--- config.mk ---
export PLATFORM = sky130hd
export DESIGN_NAME = dram_arbiter_flat
export DESIGN_NICKNAME = d
export VERILOG_FILES = /design/src/rtl/dram_arbiter_pkg.sv /design/src/rtl/dram_arbiter_if.sv /design/src/rtl/dram_arbiter_rr.sv /design/src/rtl/dram_arbiter.sv /design/src/flat_wrapper.sv
export SDC_FILE = /design/constraint.sdc
export NUM_CORES = 1
export LEC_CHECK = 0
export ABC_AREA = 1
export CAP_MARGIN = 20
export CORE_UTILIZATION = 51
export CTS_CLUSTER_DIAMETER = 100
export CTS_CLUSTER_SIZE = 25
export DETAILED_ROUTE_END_ITERATION = 16
export PLACE_DENSITY = 0.88
export SYNTH_ARGS = -nofsm -noshare
export SYNTH_HDL_FRONTEND = slang
export SYNTH_SLANG_ARGS = --single-unit
--- constraint.sdc ---
create_clock -name clk -period 3 [get_ports clk]
set_input_delay 0.45 -clock clk [delete_from_list [all_inputs] [get_ports clk]]
set_output_delay 0.45 -clock clk [all_outputs]
set_load 0.05 [all_outputs]
--- src/rtl/dram_arbiter_pkg.sv ---
// Shared types and default widths for the DRAM arbiter slice.
package Usertype_BEV;

    localparam int ADDR_W = 8;
    localparam int DATA_W = 64;

    typedef enum logic [1:0] {
        ARB_IDLE,
        ARB_ISSUE,
        ARB_WAIT
    } arbState_e;

endpackage

--- src/rtl/dram_arbiter_if.sv ---
// Requester and bridge handshake bundle for the DRAM arbiter.
// slave: arbiter side; master: requesters/bridge environment side.
interface dram_arbiter_if #(
    parameter int ADDR_W = Usertype_BEV::ADDR_W,
    parameter int DATA_W = Usertype_BEV::DATA_W
);

    logic [1:0]             req_valid;
    logic [1:0]             req_r_wb;
    logic [1:0][ADDR_W-1:0] req_addr;
    logic [1:0][DATA_W-1:0] req_data_w;
    logic [1:0]             req_ready;
    logic [1:0]             resp_valid;
    logic [DATA_W-1:0]      resp_data_r;

    logic                   C_in_valid;
    logic                   C_r_wb;
    logic [ADDR_W-1:0]      C_addr;
    logic [DATA_W-1:0]      C_data_w;
    logic                   C_out_valid;
    logic [DATA_W-1:0]      C_data_r;

    modport slave (
        input  req_valid, req_r_wb, req_addr, req_data_w, C_out_valid, C_data_r,
        output req_ready, resp_valid, resp_data_r, C_in_valid, C_r_wb, C_addr, C_data_w
    );

    modport master (
        output req_valid, req_r_wb, req_addr, req_data_w, C_out_valid, C_data_r,
        input  req_ready, resp_valid, resp_data_r, C_in_valid, C_r_wb, C_addr, C_data_w
    );

endinterface

--- src/rtl/dram_arbiter_rr.sv ---
// Two-way round-robin grant selection (purely combinational).
module dram_arb_rr (
    input  logic [1:0] pend,
    input  logic       lastGrant,
    output logic       grantValid,
    output logic       grantIdx
);

    // Lone pender wins; with both pending, the one not served last wins.
    always_comb begin
        grantValid = |pend;
        grantIdx   = 1'b0;
        case (pend)
            2'b10:   grantIdx = 1'b1;
            2'b11:   grantIdx = ~lastGrant;
            default: grantIdx = 1'b0;
        endcase
    end

endmodule

--- src/rtl/dram_arbiter.sv ---
// Two-requester DRAM arbiter: one pending slot per requester, a single
// outstanding command to the bridge, round-robin between requesters.
module dram_arbiter #(
    parameter int ADDR_W = Usertype_BEV::ADDR_W,
    parameter int DATA_W = Usertype_BEV::DATA_W
) (
    input  logic         clk,
    input  logic         rst_n,
    dram_arbiter_if.slave bus
);

    import Usertype_BEV::*;

    arbState_e         state;
    logic [1:0]        pend;
    logic [1:0]        accept;
    logic [1:0]        pendClr;
    logic              lastGrant;
    logic              curGrant;
    logic              grantValid;
    logic              grantIdx;

    logic [1:0]        slotRwb;
    logic [ADDR_W-1:0] slotAddr [2];
    logic [DATA_W-1:0] slotData [2];

    // A request is only taken into a free slot; pulses into a busy slot vanish.
    assign accept        = bus.req_valid & ~pend;
    assign bus.req_ready = ~pend;
    assign pendClr       = (state == ARB_WAIT && bus.C_out_valid) ? (2'b01 << curGrant) : 2'b00;

    dram_arb_rr uRr (
        .pend       (pend),
        .lastGrant  (lastGrant),
        .grantValid (grantValid),
        .grantIdx   (grantIdx)
    );

    // Capture request fields into the per-requester slot on acceptance.
    always_ff @(posedge clk or negedge rst_n) begin
        if (!rst_n) begin
            slotRwb  <= '0;
            slotAddr <= '{default: '0};
            slotData <= '{default: '0};
        end else begin
            for (int unsigned i = 0; i < 2; i++) begin
                if (accept[i]) begin
                    slotRwb[i]  <= bus.req_r_wb[i];
                    slotAddr[i] <= bus.req_addr[i];
                    slotData[i] <= bus.req_data_w[i];
                end
            end
        end
    end

    // Arbitration FSM with registered bridge command and response outputs.
    always_ff @(posedge clk or negedge rst_n) begin
        if (!rst_n) begin
            state           <= ARB_IDLE;
            pend            <= '0;
            lastGrant       <= 1'b1;
            curGrant        <= 1'b0;
            bus.C_in_valid  <= 1'b0;
            bus.C_r_wb      <= 1'b0;
            bus.C_addr      <= '0;
            bus.C_data_w    <= '0;
            bus.resp_valid  <= '0;
            bus.resp_data_r <= '0;
        end else begin
            // accept only touches free slots and pendClr only a busy one
            pend           <= (pend | accept) & ~pendClr;
            bus.C_in_valid <= 1'b0;
            bus.resp_valid <= '0;
            case (state)
                ARB_IDLE: begin
                    if (grantValid) begin
                        curGrant     <= grantIdx;
                        bus.C_r_wb   <= slotRwb[grantIdx];
                        bus.C_addr   <= slotAddr[grantIdx];
                        bus.C_data_w <= slotData[grantIdx];
                        state        <= ARB_ISSUE;
                    end
                end
                ARB_ISSUE: begin
                    bus.C_in_valid <= 1'b1;
                    state          <= ARB_WAIT;
                end
                ARB_WAIT: begin
                    if (bus.C_out_valid) begin
                        bus.resp_valid  <= 2'b01 << curGrant;
                        bus.resp_data_r <= bus.C_data_r;
                        lastGrant       <= curGrant;
                        state           <= ARB_IDLE;
                    end
                end
                default: state <= ARB_IDLE;
            endcase
        end
    end

endmodule

--- src/flat_wrapper.sv ---
// flat-port wrapper written by rule: the top's interface ports become plain ports
module dram_arbiter_flat import Usertype_BEV::*;
#(
    parameter int ADDR_W = Usertype_BEV::ADDR_W,
    parameter int DATA_W = Usertype_BEV::DATA_W
)
  (clk, rst_n, bus_req_valid, bus_req_r_wb, bus_req_addr, bus_req_data_w, bus_C_out_valid, bus_C_data_r, bus_req_ready, bus_resp_valid, bus_resp_data_r, bus_C_in_valid, bus_C_r_wb, bus_C_addr, bus_C_data_w);
  dram_arbiter_if #(.ADDR_W(ADDR_W), .DATA_W(DATA_W)) bus_i ();
  input  logic clk;
  input  logic rst_n;
  input wire logic [$bits(bus_i.req_valid)-1:0] bus_req_valid;
  input wire logic [$bits(bus_i.req_r_wb)-1:0] bus_req_r_wb;
  input wire logic [$bits(bus_i.req_addr)-1:0] bus_req_addr;
  input wire logic [$bits(bus_i.req_data_w)-1:0] bus_req_data_w;
  input wire logic [$bits(bus_i.C_out_valid)-1:0] bus_C_out_valid;
  input wire logic [$bits(bus_i.C_data_r)-1:0] bus_C_data_r;
  output wire logic [$bits(bus_i.req_ready)-1:0] bus_req_ready;
  output wire logic [$bits(bus_i.resp_valid)-1:0] bus_resp_valid;
  output wire logic [$bits(bus_i.resp_data_r)-1:0] bus_resp_data_r;
  output wire logic [$bits(bus_i.C_in_valid)-1:0] bus_C_in_valid;
  output wire logic [$bits(bus_i.C_r_wb)-1:0] bus_C_r_wb;
  output wire logic [$bits(bus_i.C_addr)-1:0] bus_C_addr;
  output wire logic [$bits(bus_i.C_data_w)-1:0] bus_C_data_w;
  assign bus_i.req_valid = bus_req_valid;
  assign bus_i.req_r_wb = bus_req_r_wb;
  assign bus_i.req_addr = bus_req_addr;
  assign bus_i.req_data_w = bus_req_data_w;
  assign bus_i.C_out_valid = bus_C_out_valid;
  assign bus_i.C_data_r = bus_C_data_r;
  assign bus_req_ready = bus_i.req_ready;
  assign bus_resp_valid = bus_i.resp_valid;
  assign bus_resp_data_r = bus_i.resp_data_r;
  assign bus_C_in_valid = bus_i.C_in_valid;
  assign bus_C_r_wb = bus_i.C_r_wb;
  assign bus_C_addr = bus_i.C_addr;
  assign bus_C_data_w = bus_i.C_data_w;
  dram_arbiter #(.ADDR_W(ADDR_W), .DATA_W(DATA_W)) u_core (.clk(clk), .rst_n(rst_n), .bus(bus_i));
endmodule
==> results.cfg <==
[sta]
tightestPinTransition_ps = 898
final-hold-violation-count = 0
clock.fmax_mhz = 390
maxSlewHeadroom_pct = 40.1
tns_ps = 0
post-route-period-util_pct = 85.4
slew_violations = 0
skew_ps = 10.2
fin_crit_ps = 2560
setup_viol = 0
setup_slack_ps = 438
grt_setup_unrepaired = no

[setup_path]
cp-end-kind = output port
worst-r2r-setup-slack_ps = 840
timing.rr.end = u_core.bus.C_data_w[19]
worstPathArrival_ps = 2110
cp_max_fo = 26
r2r_cells = 6
critPathLaunch = u_core.pend[1]
criticalPathCategory = reg -> out
worst_setup_path_start_kind = flip-flop
r2r-start = u_core.pend[1]
critPathRequiredTime_ps = 2550
setup.worst_path.end = bus_req_ready[1]

[synth]
synth_adder_area_share_pct = 0
synth_compound_area_share_pct = 6.30
synth.area.mux_share_pct = 0
syn_nets = 1617
synth-simple-area-share_pct = 24.2
synth_xor_area_share_pct = 0
syn_inst = 1402
yosys_warnings = 0
ys_seq_area_share_pct = 61.1
yosysUniqueCellTypes = 14
ys_ff_latch = 292
synth_top_family_by_area = simple AND/OR/NAND/NOR gates
synth.cell_area_mm2 = 0.0120
synth_area_per_cell_um2 = 8.53

[cts]
cts_buffer_depth = 3
numCtsBuffers = 15
cts_tree = yes
clk_pin_slew_worst_paths_ps = 100
htree_levels = 1
cts_root_buf = clkbuf_16
ctsHoldBuffers = 1
cts_resized = 0
clk_latency_ps = 490
post-cts-setup-buffers = 0
clock-sinks = 292

[floorplan]
die_x_um = 155
core_area_mm2 = 0.0228
initial_core_util_pct = 52.3
rows = 55
die-area_mm2 = 0.0241
pin_count = 357
chipHeight_um = 155

[grt]
grt_max_degree = 85
antenna_found_initial = 1
grt_pass1_vias = 10579
use_met2_pct = 47.0
grt_usage_pct = 27.8
grt_util_met1_pct = 35.0
top_usage_layer = met2
grt_pass1_wl_mm = 52.9
grt_overflow = 0
grt_use_met3_pct = 6.07

[pwr]
p_per_area_mw_per_mm2 = 1180
peakVddDrop_uv = 788
p_total_uw = 19100
power_leakage_uw = 0.00807

[placement]
post-dp-hpwl_mm = 22.1
post-place-ws_ps = 864
numPortBuffers = 356
place.gp.congestion = 0.821

[drt]
vias_per_cell = 5.18
route.detailed.drc = 0
dr_total_vias = 10496
first_pass_iters = 5
drt_iter0_markers = 765
drt-total-wl_mm = 33.2
wl_per_cell_um = 16.4
drt.antenna.violating_nets = 0

[finish]
area_growth_syn_to_layout_pct = 35.3
nets = 1926
regArea_mm2 = 0.00731
fillers = 1693
multi_input_area_mm2 = 0.00369
layout-drive-gt1-share_pct = 2.80

[status]
outcome = finished clean

[run]
maxCapViolCount = 0

[min_path]
hp-class = in -> reg
[layout make-up]
cell class	instances	area share (%)
sequential	292	45.2
timing repair buffer	377	23.6
multi-input combinational	873	22.8
inverter	152	3.53
tap	313	2.42
clock buffer	19	2.41
clock inverter	1	0.0541
antenna	1	0.0155
[worst max-delay path: stages, from the launching register on]
cell	delay, ps
dfrtp_4	640
inv_2	130
clkdlybuf4s50_1	840
[how the worst min path moves through the flow]
stage / to / startpoint / depth (start not counted)
CTS: u_core.bus.resp_data_r[47] / bus_C_data_r[47] / 3
detailed placement: u_core.bus.resp_data_r[27] / rst_n / 1
global route: u_core.bus.resp_data_r[41] / bus_C_data_r[41] / 3
floorplan: u_core.bus.C_addr[0] / rst_n / 0
global placement: u_core.bus.resp_data_r[27] / rst_n / 1
finish: u_core.bus.resp_data_r[47] / bus_C_data_r[47] / 3
[through the flow]
stage	instance area, µm²	instances	hold WS (ps)	utilization (%)
CTS	16200	2027	462	70.8
floorplan	12000	1402	154	-
global route	16200	2027	479	70.8
finish	16200	2028	477	70.8
global placement	15800	2006	448	69.0
detailed placement	15800	2006	454	69.0
[routing by layer]
metal / wire (µm) / up-vias
li1: - / 4918
met1: 13000 / 5015
met2: 16300 / 487
met3: 2700 / 76
met4: 1200 / 0
met5: 0 / -
[layout by cell type, fill, tap and decap left out]
master,netlist,routed
a21oi_1,146,146
buf_12,0,7
buf_4,6,13
buf_8,0,1
clkbuf_1,7,4
clkbuf_16,0,15
clkdlybuf4s50_1,0,355
dfrtp_1,291,290
dfrtp_4,0,1
dfstp_2,1,1
diode_2,0,1
dlygate4sd3_1,0,1
inv_1,150,150
inv_2,2,2
inv_6,0,1
nand2_1,420,415
nand2_2,0,3
nand2_4,0,2
nand3_1,146,146
nor2_1,157,156
nor2_4,0,1
o21ai_0,1,1
o21ai_1,2,1
o21ai_4,0,1
o21bai_1,1,1
[synthesized netlist by cell type, drive strengths merged]
| master | n | area share, % |
|---|---|---|
| clkbuf | 7 | 0.22 |
| dfrtp | 291 | 61 |
| buf | 78 | 3.4 |
| a21oi | 146 | 6.1 |
| nand2 | 420 | 13 |
| dfstp | 1 | 0.22 |
| nand3 | 146 | 6.1 |
| inv | 152 | 4.8 |
| nor2 | 157 | 4.9 |
| o21ai | 3 | 0.13 |
| o21bai | 1 | 0.063 |
[flip-flops by register name, summed over array words and instances (netlist names)]
register                flops
u_core.pend                 2
u_core.bus.resp_valid       2
u_core.bus.C_data_w        64
u_core.bus.C_addr           8
u_core.slotData           128
u_core.curGrant             1
u_core.bus.resp_data_r     64
u_core.slotAddr            16
u_core.lastGrant            1
u_core.state                2
u_core.bus.C_r_wb           1
u_core.slotRwb              2
u_core.bus.C_in_valid       1
[cells by family (layout without fill, tap and decap cells)]
logic type / after synthesis / count (layout)
AO/OA/AOI/OAI: 150 / 150
AND/OR/NAND/NOR: 723 / 723
other: 0 / 1
buffers and inverters: 237 / 549
flip-flops: 292 / 292
[power by group]
group	total, µW	leakage [µW]	switching (µW)	internal [µW]
clock network	2150	0.000194	1220	931
registers	6660	0.00331	866	5790
logic	10300	0.00457	7010	3300
No activity file was read; power rests on OpenSTA's default activity.
